===== src/rtl/pc_gen.sv =====
// pc_gen: fetch-stage program-counter generator.
// Holds the fetch PC, qualifies it with pc_valid_o while running, and picks the
// next PC from flush / jump / branch / sequential increment in fixed priority.
// Keeps a saturating count of accepted redirects for performance debug.
// Optional build macro PC_ALIGN_CHK_EN: reject misaligned jump/branch targets
// (halt and raise the sticky misalign_o flag). Undefined by default.
//
// state | meaning
// ------+-----------------------------------------------------------
// IDLE  | after reset; PC not valid, waits for start_i (flush still loads PC)
// RUN   | fetching; PC advances or redirects every unstalled cycle
// HALT  | fetching stopped; PC held until start_i or flush_i
// BAD   | unused encoding 11; recovers to IDLE on the next cycle

module pc_gen #(
  parameter int                ADDR_W     = 32,
  parameter logic [ADDR_W-1:0] RESET_VEC  = '0,
  parameter int                INST_BYTES = 4,
  parameter int                CNT_W      = 16
) (
  input  logic              clk_i,
  input  logic              rst_i,
  input  logic              start_i,
  input  logic              stall_i,
  input  logic              halt_i,
  input  logic              flush_i,
  input  logic [ADDR_W-1:0] flush_pc_i,
  input  logic              jump_i,
  input  logic [ADDR_W-1:0] jump_pc_i,
  input  logic              br_taken_i,
  input  logic [ADDR_W-1:0] br_pc_i,
  output logic [ADDR_W-1:0] pc_o,
  output logic              pc_valid_o,
  output logic [1:0]        state_o,
  output logic [CNT_W-1:0]  redir_cnt_o,
  output logic              misalign_o
);

  typedef enum logic [1:0] {
    ST_IDLE = 2'b00,
    ST_RUN  = 2'b01,
    ST_HALT = 2'b10,
    ST_BAD  = 2'b11
  } state_t;

  localparam logic [ADDR_W-1:0] PC_INC = ADDR_W'(INST_BYTES);

  state_t             state_q, state_d;
  logic [ADDR_W-1:0]  pc_q, pc_d;
  logic [CNT_W-1:0]   cnt_q;
  logic               cnt_inc;

`ifdef PC_ALIGN_CHK_EN
  localparam logic [ADDR_W-1:0] ALIGN_MASK = ADDR_W'(INST_BYTES - 1);

  logic mis_q;
  logic mis_set;
  logic mis_clr;
  logic jump_bad;
  logic br_bad;

  // A target is misaligned when any of its sub-instruction byte bits is set.
  always_comb begin
    jump_bad = (jump_pc_i & ALIGN_MASK) != '0;
    br_bad   = (br_pc_i & ALIGN_MASK) != '0;
  end
`endif

  // Next-state / next-PC selection with fixed redirect priority.
  always_comb begin
    state_d = state_q;
    pc_d    = pc_q;
    cnt_inc = 1'b0;
`ifdef PC_ALIGN_CHK_EN
    mis_set = 1'b0;
    mis_clr = 1'b0;
`endif
    case (state_q)
      ST_IDLE: begin
        if (flush_i) begin
          pc_d    = flush_pc_i;
          cnt_inc = 1'b1;
`ifdef PC_ALIGN_CHK_EN
          mis_clr = 1'b1;
`endif
        end else if (start_i) begin
          state_d = ST_RUN;
        end
      end
      ST_RUN: begin
        if (flush_i) begin
          pc_d    = flush_pc_i;
          cnt_inc = 1'b1;
`ifdef PC_ALIGN_CHK_EN
          mis_clr = 1'b1;
`endif
        end else if (stall_i) begin
          // hold; any jump/branch this cycle is dropped
        end else if (halt_i) begin
          state_d = ST_HALT;
        end else if (jump_i) begin
`ifdef PC_ALIGN_CHK_EN
          if (jump_bad) begin
            state_d = ST_HALT;
            mis_set = 1'b1;
          end else begin
            pc_d    = jump_pc_i;
            cnt_inc = 1'b1;
          end
`else
          pc_d    = jump_pc_i;
          cnt_inc = 1'b1;
`endif
        end else if (br_taken_i) begin
`ifdef PC_ALIGN_CHK_EN
          if (br_bad) begin
            state_d = ST_HALT;
            mis_set = 1'b1;
          end else begin
            pc_d    = br_pc_i;
            cnt_inc = 1'b1;
          end
`else
          pc_d    = br_pc_i;
          cnt_inc = 1'b1;
`endif
        end else begin
          pc_d = pc_q + PC_INC;
        end
      end
      ST_HALT: begin
        if (flush_i) begin
          pc_d    = flush_pc_i;
          state_d = ST_RUN;
          cnt_inc = 1'b1;
`ifdef PC_ALIGN_CHK_EN
          mis_clr = 1'b1;
`endif
        end else if (start_i) begin
          state_d = ST_RUN;
        end
      end
      default: begin
        state_d = ST_IDLE;
      end
    endcase
  end

  // State and PC registers, synchronous active-low reset.
  always_ff @(posedge clk_i) begin
    if (!rst_i) begin
      state_q <= ST_IDLE;
      pc_q    <= RESET_VEC;
    end else begin
      state_q <= state_d;
      pc_q    <= pc_d;
    end
  end

  // Redirect counter sticks at all-ones instead of wrapping.
  always_ff @(posedge clk_i) begin
    if (!rst_i) begin
      cnt_q <= '0;
    end else if (cnt_inc && (cnt_q != '1)) begin
      cnt_q <= cnt_q + 1'b1;
    end
  end

`ifdef PC_ALIGN_CHK_EN
  // Sticky misalign flag; set and clear never coincide (different branches).
  always_ff @(posedge clk_i) begin
    if (!rst_i) begin
      mis_q <= 1'b0;
    end else if (mis_clr) begin
      mis_q <= 1'b0;
    end else if (mis_set) begin
      mis_q <= 1'b1;
    end
  end

  assign misalign_o = mis_q;
`else
  assign misalign_o = 1'b0;
`endif

  assign pc_o        = pc_q;
  assign pc_valid_o  = (state_q == ST_RUN);
  assign state_o     = state_q;
  assign redir_cnt_o = cnt_q;

endmodule

===== config.mk =====
export PLATFORM = sky130hd
export DESIGN_NAME = pc_gen
export DESIGN_NICKNAME = d
export VERILOG_FILES = /design/src/rtl/pc_gen.sv
export SDC_FILE = /design/constraint.sdc
export NUM_CORES = 1
export LEC_CHECK = 0
export CAP_MARGIN = 30
export CORE_ASPECT_RATIO = 0.8
export CORE_MARGIN = 2
export CORE_UTILIZATION = 30
export CTS_CLUSTER_DIAMETER = 100
export DETAILED_ROUTE_END_ITERATION = 16
export GPL_TIMING_DRIVEN = 0
export MAX_ROUTING_LAYER = met4
export PLACE_DENSITY = 0.63
export SKIP_LAST_GASP = 1
export SYNTH_ARGS = -nofsm -noshare
export SYNTH_HDL_FRONTEND = slang
export SYNTH_SLANG_ARGS = --single-unit

===== constraint.sdc =====
create_clock -name clk_i -period 2 [get_ports clk_i]
set_clock_uncertainty 0.15 [all_clocks]
set_input_delay 0.3 -clock clk_i [delete_from_list [all_inputs] [get_ports clk_i]]
set_output_delay 0.3 -clock clk_i [all_outputs]
set_load 0.02 [all_outputs]

# Word level (Yosys, flattened, before mapping)
# Index checks and enable logic that the tools add are counted.
# op_classes
muxes	21
n_reduce_logical	6
n_addsub	2
eq_ne	10
# op_table
cell	n
$mux W32	6
$pmux W32 S2	1
$add A32 B3 Y32 const B	1
$add A16 B1 Y16 const B	1
$ne A16 B16 Y1 const B	1
$mux W2	6
$ne A2 B2 Y1 const B	4
$reduce_and A4 Y1	2
$mux W1	6
$ne A3 B3 Y1 const B	2
$pmux W2 S3	1
$eq A2 B1 Y1 const B	1
$eq A2 B2 Y1 const B	1
$logic_not A2 Y1	1
$ne A2 B1 Y1 const B	1
$pmux W1 S2	1
$reduce_bool A2 Y1	1
$reduce_or A2 Y1	1
$logic_and A1 B1 Y1	1
# totals
in_bits	104
word_cells	42
regBits	50
output_inout_bits	52

# Longest topological paths before layout
# Gate-level depths: netlist (run 1).
# logic_depth
word_depth	7
ltp_mapped	8
mapped_depth_nobuf	6

# Least setup slack after synthesis (run 1)
# No wires, ideal clock.
# synth_timing
path_kind	reg-to-reg
from	register pc_q[2] (netlist: pc_o[2])
to	register pc_q[16] (netlist: pc_o[16])
required_ns	1.776
setup_time_ns	0.074
t_arrival_ns	1.974
stages_incl_launch_ff	9
n_path_buf	2
synth_period_minus_slack_ns	2.198
slack_ns	-0.198
cell_sequence	dfxtp_1 -> ha_1 -> and4_1 -> buf_4 -> and3_1 -> buf_4 -> nand4_1 -> or4_1 -> a31oi_1
# synth_via
elab_chain_cells	7
# synth_rtl
element	line_no	text
start: declaration	49	logic [ADDR_W-1:0] pc_q, pc_d;
start signal: assignment	156	pc_q <= pc_d;
$add A32 B3 Y32	128	pc_d = pc_q + PC_INC;
$mux W32	114	end else if (br_taken_i) begin
$mux W32	101	end else if (jump_i) begin
$mux W32	99	end else if (halt_i) begin
$mux W32	97	end else if (stall_i) begin
$mux W32	91	if (flush_i) begin
$pmux W32 S2	78	case (state_q)
# No other way between the ends. The select of a mux whose other input is x is not followed.
# A chain may end at the register's enable or synchronous reset.

# Final worst setup path (run 1)
# Same ends and word-level chain as after synthesis.

==> metrics.md, run 1 <==
| Metric | Value |
|---|---|
| Status | `complete, but fails checks` |
| Failing checks | `setup timing` |
| Die width | `126 um` |
| Minimum clock period | `2070 ps` |
| Wire per inst | `20.0 um` |
| F_max | `482 MHz` |
| Fin area | `0.00603 mm^2` |
| Slowest CP cell | `or4_4` |
| Total global-route track usage | `24.4%` |
| CP Capture Type | `flop` |
| Worst stage delay on the critical path | `540 ps` |
| Share of flip-flops with an asynchronous set or reset | `0%` |
| First-pass iteration count of the detailed router | `5` |
| CTS tree | `done` |
| Placement Setup Slack | `-873 ps` |
| First-pass GRT wire length | `24.3 mm` |
| Cell Pwr Density | `494 mW/mm^2` |
| Drt via density | `5.87` |
| Crit-path max FO | `4` |
| CORE AREA | `0.0116 mm^2` |
| RD Place Congestion | `0.916` |
| DP HPWL | `11.6 mm` |
| Post-synth EDFFs | `0` |
| Synth-to-layout area growth | `68.2%` |
| Placed insts | `766` |
| Unrepaired setup endpoints after global routing | `true` |
| Post-Layout Cell Count | `808` |
| Vias in the first global route | `4,503` |
| Reg2Reg Capture Point | `pc_o[16]` |
| Grt met2 use | `36.8%` |
| R2R depth | `7` |
| Max cap viols | `0` |
| Syn Nets | `573` |
| CP Cell Sequence | `ha_4, and4_1, buf_6, and3_4, nand4_1, or4_4, a31oi_1` |
| Slew headroom | `49.5%` |
| Main synth FF type | `dfxtp_1` |
| Filler cell count | `1,086` |
| Layout cell share with drive strength beyond 1 | `20.9%` |
| TritonCTS Buffers | `5` |
| Aggregate negative setup slack | `-105 ps` |
| Post-route setup slack | `-73.0 ps` |
| CTS root buffer | `clkbuf_16` |
| Hold Path Origin | `rst_i` |
| Synth Register Bits | `50` |
| GR Overflow Total | `0` |
| Detailed Route WL | `16.2 mm` |
| Final hold vios | `0` |
| Clock H-tree levels | `2` |
| Remaining antenna violation count | `0` |
| Row count | `35` |
| Syn avg cell area | `7.67 um^2` |
| Synth top area share | `27.9%` |
| CTS Hold Buffers Added | `0` |
| GR Util met3 | `3.28%` |
| 1st-iter DRT viols | `417` |
| Min-Delay Endpoint | `redir_cnt_o[5]` |
| Sequential-to-total area share from yosys stat | `27.9%` |
| Final Cycle Share | `104%` |
| Die height | `102 um` |
| Pins Over Slew Limit | `0` |
| RR Startpoint | `pc_o[2]` |
| CP startpoint kind | `flop` |
| Post-placement cell area | `0.00531 mm^2` |
| Most numerous cell in the Yosys netlist | `nor2_1` |
| Via count | `4,739` |
| Clock Sinks | `50` |
| Total die area | `0.0128 mm^2` |
| Initial Util | `31.0%` |
| PortBufs | `151` |
| Static leakage | `2.16 nW` |
| Top delay family on crit path | `simple AND/OR/NAND/NOR gates` |
| Yosys warning total | `0` |
| Residual DRC count | `0` |
| Post-synthesis cell type count | `60` |
| Worst EP arrival | `2140 ps` |
| I/O pin count | `156` |
| Post-synth top cells | `52 x nor2_1, 50 x dfxtp_1, 32 x nand2_1` |
| Antenna violations before repair | `1` |
| Hold Path Class | `in -> reg` |
| Clk slew on worst S/H paths | `80 ps` |
| Area contributors post-synth | `dfxtp_1 28%, nor2_1 5.4%, a221oi_1 4.9%` |
| FF-to-FF setup slack | `-70 ps` |
| CTS Buffer Depth | `2` |
| WHS Path Cells | `3` |
| VDD IR max | `0.383 mV` |
| Overall power | `2.98 mW` |
| Crit Path Category | `reg -> reg` |
| Nets | `764` |
| WP buf/inv | `1` |
| Clk_lat worst skew | `290 ps` |
| Setup-failing EPs final | `3` |
| Grt peak-use layer | `met2` |
| Worst Tran Pin Value | `758 ps` |
| Mapped Cells | `467` |
| Leading area contributor after synthesis | `dfxtp_1` |
| Worst EP required | `2070 ps` |
| Syn Std Cell Area | `0.00358 mm^2` |
| Largest net degree at the start of global routing | `17` |
| Met1 usage | `34.1%` |
==> through the flow <==
step | utilization (%) | hold WS, ps
after CTS | 49.9 | 259
final | 52.1 | 281
after detailed placement | 46.0 | 340
after global routing | 52.1 | 287
after global placement | 46.0 | 321
after floorplan | - | 302
==> flip-flops by register name, summed over array words and instances (netlist names) <==
| register | count |
|---|---|
| redir_cnt_o | 16 |
| pc_o | 32 |
| state_o | 2 |
==> power by group <==
| group | switching [mW] | internal [mW] |
|---|---|---|
| Combinational | 0.426 | 0.465 |
| Clock | 0.427 | 0.506 |
| Sequential | 0.0999 | 1.05 |
| Total | 0.953 | 2.02 |
==> cell usage in the layout (no fill, tap or decap), drive strengths merged, types with 3 or more instances in the layout <==
cell	count
a211oi	4
a21oi	27
a221oi	20
a22o	4
a31o	4
a31oi	7
a32oi	3
and2	3
and3	4
and4	7
buf	49
clkbuf	29
clkdlybuf4s50	147
dfxtp	50
dlygate4sd2	4
inv	12
mux2i	11
nand2	32
nand2b	6
nand3	27
nand4	13
nor2	52
nor2b	4
nor3	15
nor3b	3
nor4	7
o2111ai	4
o211ai	11
o21ai	30
o221ai	3
o31a	7
o32ai	8
or2	3
or3	8
or4	4
xnor2	12
xor2	5
==> worst reg2reg max path, delay by kind of cell, from the launching register on <==
| family | cells | cell delay (ps) |
|---|---|---|
| AND/OR/NAND/NOR | 4 | 1040 |
| flip-flops | 1 | 370 |
| AO/OA/AOI/OAI | 1 | 170 |
| adder cells (fa/ha/maj) | 1 | 150 |
| buffers and inverters | 1 | 110 |
==> logic make-up after synthesis <==
kind of cell    count (synthesis)  share of synthesized area, %
compound gates                146                          28.7
xor+xnor                       17                          4.15
fa+ha+maj                       2                         0.698
buf+inv                        49                          6.84
flops                          50                          27.9
mux                            11                          3.07
other cells                     1                         0.105
simple gates                  191                          28.5
==> how the worst max path moves through the flow <==
stage	from	end	slack (ps)	depth (start not counted)
after CTS	br_taken_i	pc_o[0]	-40	7
after floorplan	pc_o[2]	pc_o[16]	10	8
after global routing	pc_o[2]	pc_o[16]	-130	7
after detailed placement	flush_i	pc_o[0]	-870	8
final	pc_o[2]	pc_o[16]	-70	7
after global placement	flush_i	pc_o[23]	-830	8
==> metal layers <==
layer / up-vias / wire [um]
li1: 2186 / -
met1: 2275 / 7360
met2: 256 / 7220
met3: 22 / 1250
met4: 0 / 323
met5: - / 0
==> repair_timing <==
item                                    in CTS  in global routing
setup buffers                               23                 13
pin swaps                                   17                 10
endpoints found under the setup margin      49                 45
gates resized for setup                     47                 60
==> layout make-up <==
| type | count | area, um^2 | area share (%) |
|---|---|---|---|
| Clock buffer | 6 | 139 | 2.30 |
| Clock inverter | 2 | 15.0 | 0.249 |
| Timing Repair Buffer | 187 | 1810 | 30.0 |
| Inverter | 10 | 37.5 | 0.623 |
| Tap cell | 148 | 185 | 3.07 |
| Sequential cell | 50 | 1060 | 17.5 |
| Multi-Input combinational cell | 368 | 2540 | 42.1 |
| Buffer | 36 | 249 | 4.13 |
| Antenna cell | 1 | 2.50 | 0.0415 |
(Power assumes the default switching activity.)
==> inputs of run 2 (changes only) <==
- CORE_UTILIZATION: 30 -> 39
- PLACE_DENSITY: 0.63 -> 0.78
==> metrics.md, run 2 (synthesis results as in run 1) <==
| Metric | Value |
|---|---|
| Worst Tran Pin Value | `679 ps` |
| I/O pin count | `156` |
| Worst EP arrival | `2160 ps` |
| Final Cycle Share | `104%` |
| Die width | `111 um` |
| Setup-failing EPs final | `6` |
| Worst stage delay on the critical path | `500 ps` |
| TritonCTS Buffers | `5` |
| Pins Over Slew Limit | `0` |
| ANT cells | `0` |
| Drt via density | `6.14` |
| Row count | `31` |
| Reg2Reg Capture Point | `redir_cnt_o[11]` |
| CORE AREA | `0.00900 mm^2` |
| Min-Delay Endpoint | `redir_cnt_o[5]` |
| CP Cell Sequence | `nand4_1, nor4_4, buf_4, a2111o_1, or3_1, a21oi_2` |
| Max cap viols | `0` |
| Die height | `89.7 um` |
| R2R depth | `6` |
| 1st-iter DRT viols | `430` |
| RR Startpoint | `redir_cnt_o[6]` |
| Placement Setup Slack | `-762 ps` |
| VDD IR max | `0.361 mV` |
| CP startpoint kind | `flop` |
| Wire per inst | `20.0 um` |
| DP HPWL | `10.8 mm` |
| Cell Pwr Density | `504 mW/mm^2` |
| CTS root buffer | `clkbuf_16` |
| Nets | `759` |
| First-pass iteration count of the detailed router | `6` |
| Static leakage | `2.13 nW` |
| Post-Layout Cell Count | `769` |
| Initial Util | `39.8%` |
| Layout cell share with drive strength beyond 1 | `18.5%` |
| Total global-route track usage | `29.3%` |
| F_max | `480 MHz` |
| Total die area | `0.00998 mm^2` |
| Placed insts | `733` |
| Leading cell type in the layout, fill and taps excluded | `clkdlybuf4s50_1` |
| CTS tree | `done` |
| Remaining antenna violation count | `0` |
| Clock H-tree levels | `2` |
| Footprint of the multi-input gates | `0.00249 mm^2` |
| Slowest CP cell | `a2111o_1` |
| CP Capture Type | `flop` |
| Via count | `4,723` |
| Clock Sinks | `50` |
| Hold Path Origin | `rst_i` |
| Post-route setup slack | `-83.4 ps` |
| Filler cell count | `766` |
| Fin area | `0.00586 mm^2` |
| Largest net degree at the start of global routing | `17` |
| Final hold vios | `0` |
| Antenna violations before repair | `0` |
| CTS Buffer Depth | `2` |
| Vias in the first global route | `4,477` |
| Crit Path Category | `reg -> reg` |
| Post-placement cell area | `0.00527 mm^2` |
| Synth-to-layout area growth | `63.5%` |
| Slew headroom | `54.7%` |
| Failing checks | `setup timing` |
| Status | `complete, but fails checks` |
| Final core occ | `65.1%` |
| Largest register FFs | `32` |
| Clk slew on worst S/H paths | `70 ps` |
| Hold Path Class | `in -> reg` |
| Unrepaired setup endpoints after global routing | `true` |
| PortBufs | `151` |
| RD Place Congestion | `0.960` |
| FF-to-FF setup slack | `-80 ps` |
| Commonest cells after routing, fill and taps aside | `146 x clkdlybuf4s50_1, 51 x nor2_1, 32 x buf_4, 29 x dfxtp_1, 28 x nand2_1` |
| First-pass GRT wire length | `23.3 mm` |
| WHS Path Cells | `3` |
| Clk_lat worst skew | `300 ps` |
| Minimum clock period | `2080 ps` |
| Crit-path max FO | `5` |
| Detailed Route WL | `15.4 mm` |
| Worst EP required | `2080 ps` |
| Register area | `0.00104 mm^2` |
| Residual DRC count | `0` |
| GR Overflow Total | `0` |
-- run 2: final cells by class --
cell class,count,area share (%)
Buffer,35,4.04
Clock buffer,6,2.37
Clock inverter,2,0.256
Inverter,10,0.640
Multi-Input combinational cell,369,42.5
Sequential cell,50,17.8
Tap cell,115,2.46
Timing Repair Buffer,182,29.9
-- run 2: per-layer routing --
layer | track usage (%) | routed length (um)
met4 | 10.1 | 400
met3 | 4.52 | 1470
met1 | 39.6 | 6390
met5 | - | 0
met2 | 44.9 | 7100
-- run 2: critical path, delay by kind of cell (launching register included) --
| family | cells | cell delay [ps] |
|---|---|---|
| buf+inv | 1 | 160 |
| compound gates | 2 | 630 |
| flops | 1 | 360 |
| simple gates | 3 | 710 |
-- run 2: worst max path at each step --
stage / depth (start not counted) / end / start
after floorplan: 8 / pc_o[16] / pc_o[2]
after CTS: 5 / redir_cnt_o[9] / state_o[0]
after detailed placement: 7 / pc_o[22] / flush_i
after global routing: 6 / redir_cnt_o[11] / redir_cnt_o[6]
after global placement: 7 / pc_o[23] / flush_i
final: 6 / redir_cnt_o[11] / redir_cnt_o[6]
-- run 2: report_power, final --
| group | total (mW) | switching [mW] | leakage (nW) | internal [mW] |
|---|---|---|---|---|
| clock network | 0.934 | 0.428 | 0.0778 | 0.505 |
| registers | 1.15 | 0.0970 | 0.419 | 1.06 |
| logic | 0.867 | 0.409 | 1.64 | 0.458 |
| total | 2.95 | 0.934 | 2.13 | 2.02 |
-- run 2: timing repair --
| action | CTS | global route |
|---|---|---|
| pin swaps | 13 | 15 |
| gates resized for setup | 29 | 67 |
| endpoints found under the setup margin | 49 | 47 |
| cloned | 1 | 0 |
| hold buffers | 0 | 0 |
| hold endpoints to repair | 0 | 0 |
| setup buffers | 14 | 17 |
-- run 2: through the flow --
stage	hold WS [ps]	setup TNS [ps]	total power, mW
after floorplan	302	0	1.51
after global placement	323	-26390	1.93
after detailed placement	337	-28500	1.95
after CTS	259	-49.9	2.88
after global routing	284	-787	3.05
final	280	-193	2.95
==> inputs of run 3 (changes only) <==
- SETUP_SLACK_MARGIN: default -> 0.4
==> metrics.md, run 3 (synthesis results as in run 1) <==
| Metric | Value |
|---|---|
| Status | `complete, but fails checks` |
| Failing checks | `setup timing` |
| Pins Over Slew Limit | `0` |
| Unrepaired setup endpoints after global routing | `true` |
| Placement Setup Slack | `-733 ps` |
| Remaining antenna violation count | `0` |
| CORE AREA | `0.00900 mm^2` |
| CTS Buffer Depth | `2` |
| Clock power frac | `29.4%` |
| Detailed Route WL | `17.4 mm` |
| Largest register FFs | `32` |
| Initial Util | `39.8%` |
| Crit-path max FO | `6` |
| TritonCTS Buffers | `5` |
| Commonest cells after routing, fill and taps aside | `97 x clkdlybuf4s50_1, 50 x nor2_1, 47 x buf_4, 45 x dlygate4sd2_1, 26 x nand2_1` |
| Cell Pwr Density | `454 mW/mm^2` |
| Logic pwr share | `32.3%` |
| Antenna violations before repair | `0` |
| GR Overflow Total | `0` |
| Wire per inst | `21.8 um` |
| Via count | `5,100` |
| Slew headroom | `48.7%` |
| Post-Layout Cell Count | `802` |
| Aggregate negative setup slack | `-119 ps` |
| Die height | `89.7 um` |
| I/O pin count | `156` |
| Worst EP arrival | `2140 ps` |
| Seq pwr share | `38.3%` |
| Worst EP required | `2080 ps` |
| Leading cell type in the layout, fill and taps excluded | `clkdlybuf4s50_1` |
| Clock Sinks | `50` |
| CP Capture Type | `flop` |
| Setup-failing EPs final | `5` |
| CTS tree | `done` |
| Filler cell count | `637` |
| Tightest hold margin | `313 ps` |
| Crit Path Category | `reg -> reg` |
| Static leakage | `2.61 nW` |
| Sw frac | `33.0%` |
| CP startpoint kind | `flop` |
| Synth-to-layout area growth | `84.4%` |
| Post-placement cell area | `0.00552 mm^2` |
| Clk slew on worst S/H paths | `70 ps` |
| Layout cell share with drive strength beyond 1 | `31.1%` |
| Row count | `31` |
| Post-route setup slack | `-53.3 ps` |
| Overall power | `3.00 mW` |
| Minimum clock period | `2050 ps` |
| 1st-iter DRT viols | `612` |
| Die width | `111 um` |
| Max cap viols | `0` |
| PortBufs | `151` |
| Final hold vios | `0` |
| Drt via density | `6.36` |
| ANT cells | `0` |
| Vias in the first global route | `4,761` |
| Fin area | `0.00661 mm^2` |
| NetSw | `990 uW` |
| RD Place Congestion | `0.937` |
| Final Cycle Share | `103%` |
| Placed insts | `733` |
| F_max | `487 MHz` |
| VDD IR max | `0.383 mV` |
| Residual DRC count | `0` |
| First-pass iteration count of the detailed router | `5` |
| Nets | `792` |
| First-pass GRT wire length | `25.9 mm` |
| Worst Tran Pin Value | `769 ps` |
| Final core occ | `73.4%` |
| Int Pwr | `2.01 mW` |
| Total global-route track usage | `33.2%` |
| Largest net degree at the start of global routing | `17` |
| Clk_lat worst skew | `300 ps` |
| DP HPWL | `11.3 mm` |
| Hold Path Class | `in -> reg` |
| CTS root buffer | `clkbuf_16` |
| Clock H-tree levels | `2` |
| Total die area | `0.00998 mm^2` |
run 3: cell type report:
type	count	area (um^2)	area share [%]
sequential	50	1080	16.4
multi-input combinational	369	2820	42.7
clock buffer	5	125	1.89
inverter	10	37.5	0.568
buffer	39	400	6.06
clock inverter	3	21.3	0.322
timing repair buffer	211	1970	29.8
tap	115	144	2.18
run 3: path summary, 6_finish.rpt:
kind / start / endpoint / slack [ps] / cells after the start
worst max-delay path: pc_o[15] / pc_o[31] / -50 / 6
worst min-delay path: rst_i / redir_cnt_o[5] / 310 / 3
worst max register to register: pc_o[15] / pc_o[31] / -50 / 6
worst min register to register: pc_o[1] / pc_o[1] / 360 / 2
run 3: worst max-delay path: stages (launching register included):
cell and delay, ps:
dfxtp_2 390, and4_4 270, and3_1 170, clkbuf_4 180
nand3_1 160, or4_4 500, a31oi_1 160
run 3: timing repair:
item	CTS	global route
buffers inserted	42	13
pin swaps	26	38
endpoints found under the setup margin	100	56
resized for setup	133	71
hold buffers	0	0
cloned	5	1
run 3: power groups by stage:
stage / logic [mW] / clock network (mW) / registers [mW]
global placement: 0.795 / 0 / 1.17
finish: 0.970 / 0.882 / 1.15
detailed placement: 0.811 / 0 / 1.17
floorplan: 0.321 / 0 / 1.21
global route: 1.02 / 0.928 / 1.16
CTS: 0.880 / 0.883 / 1.14
run 3: routing by layer:
layer  GRT usage, %  vias to the layer above  part of all wire, %
li1               -                     2232                    -
met1           45.2                     2405                   40
met2           49.3                      386                   45
met3           6.20                       77                   10
met4           12.0                        0                  4.2
met5              -                        -                    0
